**src/rtl/fetch_stage_pkg.sv**
```systemverilog
// Shared types for the instruction-fetch stage: address/word types, FSM
// states and the entry format carried from fetch to decode.
package fetch_stage_pkg;

  typedef logic [63:0] addr_t;
  typedef logic [31:0] u32;

  localparam addr_t PCINIT_DEF = 64'h8000_0000;

  typedef enum logic [1:0] {
    FETCH   = 2'd0,
    HOLD    = 2'd1,
    DISCARD = 2'd2,
    MISAL   = 2'd3
  } fetch_state_t;

  typedef struct packed {
    addr_t pc;
    u32    raw_instr;
    logic  misalign;
  } fetch_entry_t;

endpackage

```
**src/rtl/fetch_stage_buf.sv**
```systemverilog
// Two-entry queue between fetch and decode: an output register (head) plus a
// skid register that catches one word when decode stalls. Flush empties both.
module fetch_buf
  import fetch_stage_pkg::*;
(
  input  logic         clk,
  input  logic         reset,
  input  logic         flush,
  input  logic         push,
  input  fetch_entry_t push_entry,
  input  logic         pop,
  output fetch_entry_t head,
  output logic         full,
  output logic         empty
);

  fetch_entry_t out_q;
  fetch_entry_t skid_q;
  logic         out_v;
  logic         skid_v;
  logic         do_pop;

  assign do_pop = pop & out_v;
  assign full   = skid_v;
  assign empty  = ~out_v;
  // Head is zeroed when empty so no stale PC is ever visible downstream.
  assign head   = out_v ? out_q : '0;

  // Queue storage: skid drains into out on pop; a push fills the first free slot.
  always_ff @(posedge clk or posedge reset) begin
    if (reset) begin
      out_q  <= '0;
      skid_q <= '0;
      out_v  <= 1'b0;
      skid_v <= 1'b0;
    end else if (flush) begin
      out_q  <= '0;
      skid_q <= '0;
      out_v  <= 1'b0;
      skid_v <= 1'b0;
    end else if (do_pop) begin
      if (skid_v) begin
        out_q <= skid_q;
        if (push) skid_q <= push_entry;
        else      skid_v <= 1'b0;
      end else if (push) begin
        out_q <= push_entry;
      end else begin
        out_v <= 1'b0;
      end
    end else if (push) begin
      if (!out_v) begin
        out_q <= push_entry;
        out_v <= 1'b1;
      end else if (!skid_v) begin
        skid_q <= push_entry;
        skid_v <= 1'b1;
      end
    end
  end

endmodule

```
**src/rtl/fetch_stage.sv**
```systemverilog
// Instruction-fetch stage: owns the PC, issues hold-until-ack bus requests,
// queues fetched words for decode and handles redirects / misaligned PCs.
//
// Handshakes: the bus request (ireq_valid/ireq_addr) is held stable from the
// first cycle ireq_valid=1 until the cycle iresp_data_ok=1, which completes
// it. Decode takes d_* in any cycle with d_valid=1 and d_ready=1; while
// d_valid=1 and d_ready=0 the d_* outputs do not change.
module fetch_stage
  import fetch_stage_pkg::*;
#(
  parameter addr_t PCINIT = PCINIT_DEF,
  parameter int    ILEN   = 32
) (
  input  logic            clk,
  input  logic            reset,
  output logic            ireq_valid,
  output logic [63:0]     ireq_addr,
  input  logic            iresp_data_ok,
  input  logic [ILEN-1:0] iresp_data,
  input  logic            redirect_valid,
  input  logic [63:0]     redirect_pc,
  input  logic            d_ready,
  output logic            d_valid,
  output logic [63:0]     d_pc,
  output logic [ILEN-1:0] d_raw_instr,
  output logic            d_misalign
);

  fetch_state_t state, state_next;
  addr_t        pc, pc_next;
  addr_t        disc_addr, disc_next;
  logic         req_int;
  logic         pc_misal;
  logic         push;
  fetch_entry_t push_entry;
  fetch_entry_t head;
  logic         buf_full;
  logic         buf_empty;

  assign pc_misal = (pc[1:0] != 2'b00);
  // A request is live in FETCH (aligned PC) and while draining a flushed one.
  assign req_int  = ((state == FETCH) && !pc_misal) || (state == DISCARD);

  assign ireq_valid = req_int & ~reset;
  assign ireq_addr  = !ireq_valid        ? '0        :
                      (state == DISCARD) ? disc_addr : pc;

  // State, PC and the address of a flushed-but-unacked request.
  always_ff @(posedge clk or posedge reset) begin
    if (reset) begin
      state     <= FETCH;
      pc        <= PCINIT;
      disc_addr <= '0;
    end else begin
      state     <= state_next;
      pc        <= pc_next;
      disc_addr <= disc_next;
    end
  end

  // Next-state, PC update and queue push; redirect overrides everything.
  always_comb begin
    state_next = state;
    pc_next    = pc;
    disc_next  = disc_addr;
    push       = 1'b0;
    push_entry = '0;
    if (redirect_valid) begin
      pc_next = redirect_pc;
      if ((state == FETCH) && req_int && !iresp_data_ok) begin
        state_next = DISCARD;
        disc_next  = pc;
      end else if ((state == DISCARD) && !iresp_data_ok) begin
        state_next = DISCARD;
      end else begin
        state_next = FETCH;
      end
    end else begin
      case (state)
        FETCH: begin
          if (pc_misal) begin
            if (!buf_full) begin
              push       = 1'b1;
              push_entry = '{pc: pc, raw_instr: '0, misalign: 1'b1};
              state_next = MISAL;
            end
          end else if (iresp_data_ok) begin
            push       = 1'b1;
            push_entry = '{pc: pc, raw_instr: iresp_data, misalign: 1'b0};
            pc_next    = pc + 64'd4;
            if (!buf_empty && !d_ready) state_next = HOLD;
          end
        end
        HOLD:    if (d_ready) state_next = FETCH;
        DISCARD: if (iresp_data_ok) state_next = FETCH;
        default: state_next = MISAL;
      endcase
    end
  end

  fetch_buf u_buf (
    .clk        (clk),
    .reset      (reset),
    .flush      (redirect_valid),
    .push       (push),
    .push_entry (push_entry),
    .pop        (d_ready),
    .head       (head),
    .full       (buf_full),
    .empty      (buf_empty)
  );

  assign d_valid     = ~buf_empty;
  assign d_pc        = head.pc;
  assign d_raw_instr = head.raw_instr;
  assign d_misalign  = head.misalign;

endmodule

```
**config.mk**
```make
export PLATFORM = sky130hd
export DESIGN_NAME = fetch_stage
export DESIGN_NICKNAME = d
export VERILOG_FILES = /design/src/rtl/fetch_stage_pkg.sv /design/src/rtl/fetch_stage_buf.sv /design/src/rtl/fetch_stage.sv
export SDC_FILE = /design/constraint.sdc
export NUM_CORES = 1
export LEC_CHECK = 0
export BUFFER_PORTS_ARGS = -buffer_cell sky130_fd_sc_hd__buf_4
export CORE_AREA = 2 2 129 224
export CTS_CLUSTER_DIAMETER = 50
export DETAILED_ROUTE_END_ITERATION = 8
export DIE_AREA = 0 0 131 226
export GPL_TIMING_DRIVEN = 0
export HOLD_SLACK_MARGIN = 0.05
export PLACE_DENSITY = 0.88
export SLEW_MARGIN = 5
export SYNTH_ARGS = -nofsm -noshare
export SYNTH_HDL_FRONTEND = slang
export SYNTH_SLANG_ARGS = --single-unit
```
**constraint.sdc**
```tcl
create_clock -name clk -period 17.6 [get_ports clk]
set_input_delay 0.88 -clock clk [delete_from_list [all_inputs] [get_ports clk]]
set_output_delay 0.88 -clock clk [all_outputs]
set_load 0.03 [all_outputs]
```
==> results of run 1 <==
[per-stage QoR]
step	util	power [mW]	instance area (sq um)	std cells
after floorplan	-	1.85	16400	1813
after global placement	0.678	2.19	18900	2449
after detailed placement	0.681	2.24	19000	2452
after CTS	0.717	2.92	20000	2505
after global routing	0.717	3.08	20000	2506
final	0.717	2.95	20000	2507
[layout make-up]
type / instances / area share
buffer: 187 / 0.0362
sequential: 326 / 0.408
clock inverter: 10 / 0.00657
timing repair buffer: 266 / 0.103
multi-input combinational: 1286 / 0.376
clock buffer: 43 / 0.0439
tap: 373 / 0.0233
antenna: 2 / 0.000250
inverter: 14 / 0.00300
[cell families (layout without fill, tap and decap cells)]
logic type,count (synthesis),in the layout,share of synthesized area
simple gates,817,817,0.234
flops,326,326,0.496
compound gates,303,303,0.119
buf+inv,201,520,0.0473
mux,125,125,0.0807
xor+xnor,37,37,0.0197
fa+ha+maj,4,4,0.00304
other cells,0,2,0
[synthesized netlist by cell type (all sizes together), types with 11 or more instances]
cell      n  area share
dfrtp   325        0.49
xnor2    24       0.013
mux2i    64       0.039
and3     13      0.0049
nor3     77       0.023
a221oi   64       0.034
xor2     13      0.0069
nand3    87       0.026
and2     98       0.037
a31oi    23      0.0088
buf      30      0.0082
nand4    20      0.0085
and4     11      0.0059
nand2   263       0.060
or3      13      0.0049
clkbuf  157       0.036
inv      14      0.0032
or4      11      0.0053
o21ai   156       0.047
mux2     61       0.042
a311oi   32       0.017
nor2    195       0.045
[how the worst min path moves through the flow]
stage	from	to	cells after the start
after floorplan	u_buf.skid_q[0]$_DFFE_PP0P_	u_buf.skid_q[0]$_DFFE_PP0P_	2
after global placement	u_buf.skid_q[34]$_DFFE_PP0P_	u_buf.skid_q[34]$_DFFE_PP0P_	2
after detailed placement	u_buf.skid_q[10]$_DFFE_PP0P_	u_buf.skid_q[10]$_DFFE_PP0P_	2
after CTS	u_buf.skid_q[10]$_DFFE_PP0P_	u_buf.skid_q[10]$_DFFE_PP0P_	2
after global routing	u_buf.skid_q[49]$_DFFE_PP0P_	u_buf.skid_q[49]$_DFFE_PP0P_	2
final	reset	disc_addr[63]$_DFFE_PP0P_	3
[worst reg2reg max path, delay by kind of cell (launching register included)]
family / cells / cell delay (ns)
buffers and inverters: 4 / 1.85
and+or+nand+nor: 3 / 0.61
DFF: 1 / 0.41
AOI/OAI and AO/OA: 1 / 0.35
adders and majority gates: 1 / 0.19
[sequential cells by signal (all words and copies together) (netlist names)]
register	flops
disc_addr	64
state	2
pc	64
u_buf.out_v	1
u_buf.skid_q	97
u_buf.out_q	97
u_buf.full	1
[layer usage]
layer  vias to the layer above  track usage  part of all wire
met5                         -            0                 0
met4                         0        0.228             0.068
met3                       220       0.0526             0.081
met2                       880        0.608              0.52
met1                      7529        0.382              0.33
li1                       6910            -                 -
[power breakdown]
group          switching [mW]  internal [mW]
clock network           0.292          0.389
registers               0.127          0.967
logic                   0.748          0.423
total                    1.17           1.78
[cell usage in the layout (no fill, tap or decap), types with 14 or more instances in the layout]
cell / Yosys / routed
clkbuf_16: 0 / 29
nand2_1: 263 / 263
nand4_1: 19 / 19
and2_1: 98 / 98
a311oi_1: 32 / 32
o21ai_0: 156 / 156
buf_1: 14 / 14
mux2_2: 61 / 61
buf_4: 1 / 264
buf_2: 15 / 15
nor3_1: 77 / 77
a221oi_1: 64 / 64
a31oi_1: 23 / 23
clkbuf_1: 157 / 161
dfrtp_1: 325 / 325
xnor2_1: 24 / 24
nand3_1: 87 / 87
mux2i_1: 64 / 64
nor2_1: 195 / 195
==> results.json, run 1 <==
{
  "hold_buffers": 0,
  "timing.final.crit_share": 0.243,
  "endpoint": "ireq_addr[57]",
  "status": "finished clean",
  "gp_congestion": 0.918,
  "area_delta_synth_final_pct": 21.6,
  "seqCellArea_sq_um": 8160,
  "die_h_um": 226,
  "h-tree-depth": 1,
  "first_pass_iters": 6,
  "tritoncts": "done",
  "cp.depth": 9,
  "grt_pass1_wl_mm": 79.4,
  "critical-path-slowest-cell": "clkbuf_1",
  "maxCapViolCount": 0,
  "clkLatencyLatePin_ns": 0.57,
  "grt_antenna_before_repair": 1,
  "fin_nets": 2215,
  "async_flop_share": 1.00,
  "dp_hpwl_mm": 37.3,
  "min_period_ns": 4.27,
  "timing.hold.ws_ns": 0.470,
  "p_per_area_nw_per_um2": 147,
  "cts_root_buffer": "clkbuf_16",
  "die-area_sq_um": 29600,
  "core_area_sq_um": 27900,
  "syn-mean-instance-area_sq_um": 9.07,
  "slowest_delay_ns": 0.68,
  "drive_gt1_frac": 0.189,
  "path_delay_family": "buffers and inverters",
  "critPathArrivalTime_ns": 3.39,
  "finalMaxSlewViolations": 0,
  "grt_overflow": 0,
  "hold_violations": 0,
  "postCtsSetupBuffers": 0,
  "worst_pin_slew_ns": 1.35,
  "syn-cell-area_sq_um": 16400,
  "synth_edf_count": 0,
  "slew_headroom": 0.0923,
  "cts_num_sinks": 326,
  "ant_nets": 0,
  "rsz0062_at_grt": "false",
  "cpMostUsedCell": "clkbuf_1",
  "critPathLaunch": "state[0]$_DFFE_PP0P_",
  "port_buffers": 263,
  "cts_resized": 0,
  "track_usage": 0.347,
  "hold_class": "in -> async",
  "startpoint_type": "register",
  "timing.rr.end": "u_buf.out_q[56]$_DFFE_PP0P_",
  "p_leak_nw": 8.65,
  "crit_type": "reg -> out",
  "reg2regPathDepth": 9,
  "setup_tns_ns": 0,
  "drc": 0,
  "required_ns": 16.72,
  "pre_cts_slack_ns": 14.01,
  "grt_pass1_vias": 15500,
  "num-fill-cells": 2038,
  "start_util": 0.590,
  "multi_input_area_sq_um": 7510,
  "ys_ff_latch": 326,
  "wirelength_mm": 51.9,
  "cts_buffer_depth": 3,
  "r2r_slack_ns": 14.10,
  "via_per_inst": 6.20,
  "ir_drop_v": 0.000101,
  "clk_pin_slew_ns": 0.07,
  "fin_ws_ns": 13.33,
  "endpoint_kind": "primary output",
  "drt-wirelength-per-cell_um": 20.7,
  "rows": 81,
  "die_w_um": 131,
  "critPathBufInv": 5,
  "synth_fp_nets": 1918,
  "crit_fanout": 10,
  "path_cells": "inv_1, ha_1, clkbuf_1, a21oi_1, or2_2, clkbuf_1, clkbuf_1, nor2_1, buf_4",
  "ios": 264,
  "r2r_start": "state[0]$_DFFE_PP0P_",
  "setup_viol_count_final": 0,
  "vias": 15500,
  "grt_start_max_net_pins": 113,
  "cts-buffers-inserted": 29,
  "syn-instance-count": 1813,
  "max_freq_mhz": 234,
  "netlist-cell-type-count": 47,
  "yosysWarnings": 0,
  "synth-main-ff-cell": "dfrtp_1",
  "drtIter0Drc": 1341,
  "finalClockSkew_ns": 0.0114,
  "yosysSeqAreaShare": 0.496
}
(Power assumes the default switching activity.)
==> run 2, diff against run 1 <==
Settings changed: ABC_AREA set to 1, CORE_AREA 2 2 129 224 to 2 2 146 255, DIE_AREA 0 0 131 226 to 0 0 148 257, PLACE_DENSITY 0.88 to 0.82.
Clock period 17.6 ns to 3.73 ns, I/O delays scaled along.
==> run 2 against run 1 <==
Compared with the run above: final cell count up 50%; global-route usage up 1.3 points; worst hold slack worse by 0.41 ns; register-to-register slack worse by 13 ns; routed wire length up 32%; via count up 32%; sequential share of layout area down 6.5 points; die area up 28%; clock power rose to 5.4 times the previous value.
==> results.json, run 2 <==
{
  "fin_nets": 3374,
  "synth_edf_count": 0,
  "dp_cells": 3611,
  "yosysSeqAreaShare": 0.432,
  "final_cell_mix": "991 x nand2_1, 503 x nor2_1, 325 x dfrtp_1",
  "grt_overflow": 0,
  "syn-cell-area_sq_um": 18900,
  "r2r_start": "pc[3]$_DFFE_PP0P_",
  "grt_antenna_before_repair": 0,
  "first_pass_iters": 8,
  "dpl_cell_area_sq_um": 21700,
  "synth_top_area_share": 0.430,
  "power.switching_mw": 5.93,
  "ios": 264,
  "worst_pin_slew_ns": 0.903,
  "drt-wirelength-per-cell_um": 18.3,
  "h-tree-depth": 2,
  "min_path_cells": 5,
  "final_cell_area_sq_um": 23800,
  "crit_type": "reg -> out",
  "slew_headroom": 0.398,
  "num-fill-cells": 3170,
  "timing.hold.ws_ns": 0.0609,
  "cts-buffers-inserted": 35,
  "start_util": 0.526,
  "clk_pin_slew_ns": 0.07,
  "finalClockSkew_ns": 0.0134,
  "timing.final.crit_share": 0.948,
  "synth_top_area_cell": "dfrtp_1",
  "p_per_area_nw_per_um2": 601,
  "grt_start_max_net_pins": 43,
  "via_per_inst": 5.44,
  "max_freq_mhz": 283,
  "ant_nets": 0,
  "layout_commonest_cell": "nand2_1",
  "tritoncts": "done",
  "reg2regPathDepth": 10,
  "cts_resized": 0,
  "yosysWarnings": 0,
  "drtIter0Drc": 1813,
  "clockPowerShare": 0.258,
  "required_ns": 3.54,
  "cts_root_buffer": "clkbuf_16",
  "synth_most_common_cell": "nand2_1",
  "timing.rr.end": "pc[50]$_DFFE_PP0P_",
  "die_h_um": 257,
  "setup_tns_ns": 0,
  "wirelength_mm": 68.8,
  "gp_congestion": 0.999,
  "setup_viol_count_final": 0,
  "hp-start": "iresp_data[11]",
  "status": "finished clean",
  "instances_no_fill": 3763,
  "port_buffers": 262,
  "comb_power_share": 0.386,
  "async_flop_share": 1.00,
  "maxCapViolCount": 0,
  "syn-instance-count": 2870,
  "vias": 20500,
  "crit_fanout": 10,
  "reg_top3": "u_buf.out_q x97, u_buf.skid_q x97",
  "p_leak_nw": 13.2,
  "synth_fp_nets": 2975,
  "rsz0062_at_grt": "false",
  "ir_drop_v": 0.000503,
  "p_total_mw": 14.3,
  "postCtsSetupBuffers": 0,
  "netlist_top_cells_area": "dfrtp_1 43%, nand2_1 20%, nor2_1 10%, nand3_1 8.2%, inv_1 4.9%",
  "hold_path_end": "u_buf.skid_q[12]$_DFFE_PP0P_",
  "p_int_mw": 8.34,
  "startpoint_type": "register",
  "cts_buffer_depth": 3,
  "rows": 92,
  "clkLatencyLatePin_ns": 0.54,
  "hold_violations": 0,
  "endpoint_kind": "primary output",
  "drc": 0,
  "dp_hpwl_mm": 52.7,
  "grt_pass1_wl_mm": 107,
  "cts_num_sinks": 326,
  "area_delta_synth_final_pct": 25.7,
  "track_usage": 0.360,
  "seqCellArea_sq_um": 8160,
  "die_w_um": 148,
  "ys_ff_latch": 326,
  "die-area_sq_um": 38000,
  "critPathArrivalTime_ns": 3.35,
  "drive_gt1_frac": 0.122,
  "finalMaxSlewViolations": 0,
  "r2r_slack_ns": 0.69,
  "multi_input_area_sq_um": 9050,
  "hold_class": "in -> reg",
  "core_area_sq_um": 35900,
  "min_period_ns": 3.54,
  "netlist-cell-type-count": 31,
  "seqPwrFrac": 0.355,
  "grt_pass1_vias": 20300,
  "syn-mean-instance-area_sq_um": 6.59,
  "synth_commonest_cells": "991 x nand2_1, 503 x nor2_1, 325 x dfrtp_1",
  "synth-main-ff-cell": "dfrtp_1",
  "switching_share": 0.416
}
run 2: timing repair:
action                                  CTS  global route
endpoints found under the hold margin   180             0
hold buffers                             91             0
endpoints found under the setup margin    0             0
run 2: metrics by stage:
stage	setup slack (ns)	util
floorplan	-2.16	-
finish	0.194	0.661
global placement	-4.78	0.598
CTS	0.312	0.661
detailed placement	0.840	0.603
global route	0.193	0.661
run 2: worst max-delay path, stage by stage, from the launching register on:
cell and delay (ns):
dfrtp_1 0.39, inv_1 0.10, ha_1 0.33, clkbuf_1 0.53, buf_1 0.74, nand2_1 0.11, a21oi_1 0.36, buf_4 0.23
run 2: per-layer routing:
metal,track usage,routed length (um),vias to the layer above
met2,0.636,34900,975
met4,0.267,5800,0
met3,0.0422,4270,274
met1,0.390,23800,9519
li1,-,-,9718
met5,0,0,-
run 2: logic make-up after synthesis:
family / after synthesis / synth area share
XOR/XNOR: 15 / 0.00695
AND/OR/NAND/NOR: 1820 / 0.384
AO/OA/AOI/OAI: 278 / 0.0850
adder cells (fa/ha/maj): 4 / 0.00265
buffers and inverters: 427 / 0.0897
flip-flops: 326 / 0.432
run 2: how the worst max path moves through the flow:
stage	from	end	cells past startpoint
2_1_floorplan	reset	ireq_valid	5
3_3_place_gp	reset	ireq_addr[35]	7
3_5_place_dp	pc[3]$_DFFE_PP0P_	pc[50]$_DFFE_PP0P_	10
6_report	state[0]$_DFFE_PP0P_	ireq_addr[4]	7
5_1_grt	state[0]$_DFFE_PP0P_	ireq_addr[1]	7
4_1_cts	state[0]$_DFFE_PP0P_	ireq_addr[4]	7
run 2: final cells by class:
| cell class | instances | share of cell area |
|---|---|---|
| clock buffers | 43 | 0.0416 |
| clock inverters | 17 | 0.00848 |
| plain buffers | 174 | 0.0317 |
| diodes | 1 | 0.000105 |
| repair buffers | 362 | 0.129 |
| flip-flops and latches | 326 | 0.343 |
| multi-input cells | 2117 | 0.381 |
| inverters | 253 | 0.0401 |
| well taps | 470 | 0.0248 |
run 2: power groups by stage:
stage | Clock, mW | Combinational [mW] | Sequential (mW)
global route | 3.85 | 6.03 | 5.16
floorplan | 0 | 3.68 | 4.91
finish | 3.68 | 5.51 | 5.07
global placement | 0 | 5.18 | 5.05
CTS | 3.70 | 5.44 | 5.04
detailed placement | 0 | 5.34 | 5.10
==> run 3, diff against run 2 <==
Settings changed: SETUP_SLACK_MARGIN set to 0.4.
==> run 3 against run 2 <==
Compared with the run above: worst hold slack about the same; sequential share of layout area about the same; final area about the same; final cell count unchanged; critical endpoint unchanged; highest routed layer unchanged.
==> results.json, run 3 (synthesis gave the netlist of run 2 again) <==
{
  "p_total_mw": 14.3,
  "drtIter0Drc": 1813,
  "critPathLaunch": "state[0]$_DFFE_PP0P_",
  "hold_class": "in -> reg",
  "r2r_start": "pc[3]$_DFFE_PP0P_",
  "tritoncts": "done",
  "area_delta_synth_final_pct": 25.7,
  "endpoint": "ireq_addr[4]",
  "maxCapViolCount": 0,
  "post-route-util": 0.662,
  "endpoint_kind": "primary output",
  "hp-start": "iresp_data[11]",
  "slew_headroom": 0.405,
  "fin_nets": 3374,
  "setup_viol_count_final": 0,
  "finalClockSkew_ns": 0.0134,
  "fin_ws_ns": 0.509,
  "dp_hpwl_mm": 52.7,
  "max_freq_mhz": 310,
  "finalMaxSlewViolations": 0,
  "p_leak_nw": 13.2,
  "first_pass_iters": 8,
  "cts_root_buffer": "clkbuf_16",
  "cts_num_sinks": 326,
  "drive_gt1_frac": 0.123,
  "grt_start_max_net_pins": 43,
  "grt_pass1_vias": 20300,
  "via_per_inst": 5.44,
  "layout_commonest_cell": "nand2_1",
  "rsz0062_at_grt": "false",
  "timing.rr.end": "pc[50]$_DFFE_PP0P_",
  "r2r_slack_ns": 0.68,
  "drc": 0,
  "num-fill-cells": 3171,
  "critPathArrivalTime_ns": 3.03,
  "final_cell_mix": "991 x nand2_1, 503 x nor2_1, 325 x dfrtp_1",
  "track_usage": 0.360,
  "drt-wirelength-per-cell_um": 18.3,
  "clk_pin_slew_ns": 0.07,
  "crit_fanout": 10,
  "die_h_um": 257,
  "instances_no_fill": 3763,
  "rows": 92,
  "ir_drop_v": 0.000503,
  "ant_nets": 0,
  "worst_pin_slew_ns": 0.889,
  "grt_pass1_wl_mm": 107,
  "port_buffers": 262,
  "grt_antenna_before_repair": 0,
  "cts-buffers-inserted": 35,
  "timing.final.crit_share": 0.863,
  "cts_buffer_depth": 3,
  "p_per_area_nw_per_um2": 601,
  "crit_type": "reg -> out",
  "hold_violations": 0,
  "clkLatencyLatePin_ns": 0.54,
  "reg_top3": "u_buf.out_q x97, u_buf.skid_q x97",
  "die-area_sq_um": 38000,
  "reg2regPathDepth": 10,
  "ios": 264,
  "postCtsSetupBuffers": 0,
  "wirelength_mm": 68.8,
  "grt_overflow": 0,
  "h-tree-depth": 2,
  "start_util": 0.526,
  "die_w_um": 148,
  "status": "finished clean",
  "core_area_sq_um": 35900,
  "gp_congestion": 0.999,
  "min_period_ns": 3.22,
  "startpoint_type": "register",
  "required_ns": 3.54,
  "dp_cells": 3611,
  "vias": 20500,
  "pre_cts_slack_ns": 0.840
}
[run 3: area by class of cell]
| cell class | count | area [sq um] | share of cell area |
|---|---|---|---|
| Multi-Input combinational cell | 2117 | 9050 | 0.381 |
| Buffer | 174 | 754 | 0.0318 |
| Antenna cell | 1 | 2.50 | 0.000105 |
| Inverter | 253 | 953 | 0.0401 |
| Sequential cell | 326 | 8160 | 0.343 |
| Tap cell | 470 | 588 | 0.0248 |
| Timing Repair Buffer | 362 | 3060 | 0.129 |
| Clock inverter | 17 | 201 | 0.00848 |
| Clock buffer | 43 | 988 | 0.0416 |
[run 3: repair_timing]
item / in CTS / in global routing
endpoints found under the hold margin: 180 / 0
endpoints found under the setup margin: 3 / 0
resized for setup: 1 / 0
hold buffers: 91 / 0
[run 3: worst min-delay path by stage]
stage                                         to  slack [ns]  depth (start not counted)
CTS                 u_buf.skid_q[12]$_DFFE_PP0P_        0.05                          5
detailed placement   u_buf.out_q[38]$_DFFE_PP0P_        0.22                          2
floorplan                      pc[0]$_DFFE_PP0P_        0.30                          2
global route        u_buf.skid_q[13]$_DFFE_PP0P_         0.1                          5
global placement               pc[1]$_DFFE_PP0P_        0.40                          3
finish              u_buf.skid_q[12]$_DFFE_PP0P_        0.06                          5
[run 3: stage by stage]
stage | hold slack (ns) | area (sq um) | TNS [ns]
3_3_place_gp | 0.399 | 21500 | -1177.19
3_5_place_dp | 0.221 | 21700 | 0
5_1_grt | 0.0996 | 23800 | 0
2_1_floorplan | 0.303 | 18900 | -403.11
4_1_cts | 0.0506 | 23800 | 0
6_report | 0.0607 | 23800 | 0
[run 3: power breakdown]
part / total (mW) / leakage (nW) / internal [mW] / switching [mW]
registers: 5.07 / 4.23 / 4.43 / 0.645
clock network: 3.68 / 0.594 / 2.17 / 1.52
logic: 5.52 / 8.34 / 1.74 / 3.78
[run 3: metal layers]
metal / global-route usage / share of wire
met4: 0.267 / 0.084
met2: 0.636 / 0.51
met5: 0 / 0
met1: 0.390 / 0.35
met3: 0.0422 / 0.063
[run 3: critical path, cell delays in order, from the launching register on]
cell      delay [ns]
dfrtp_1         0.39
inv_1           0.10
ha_1            0.33
clkbuf_1        0.53
buf_2           0.47
nand2_1         0.09
a21oi_1         0.34
buf_4           0.23
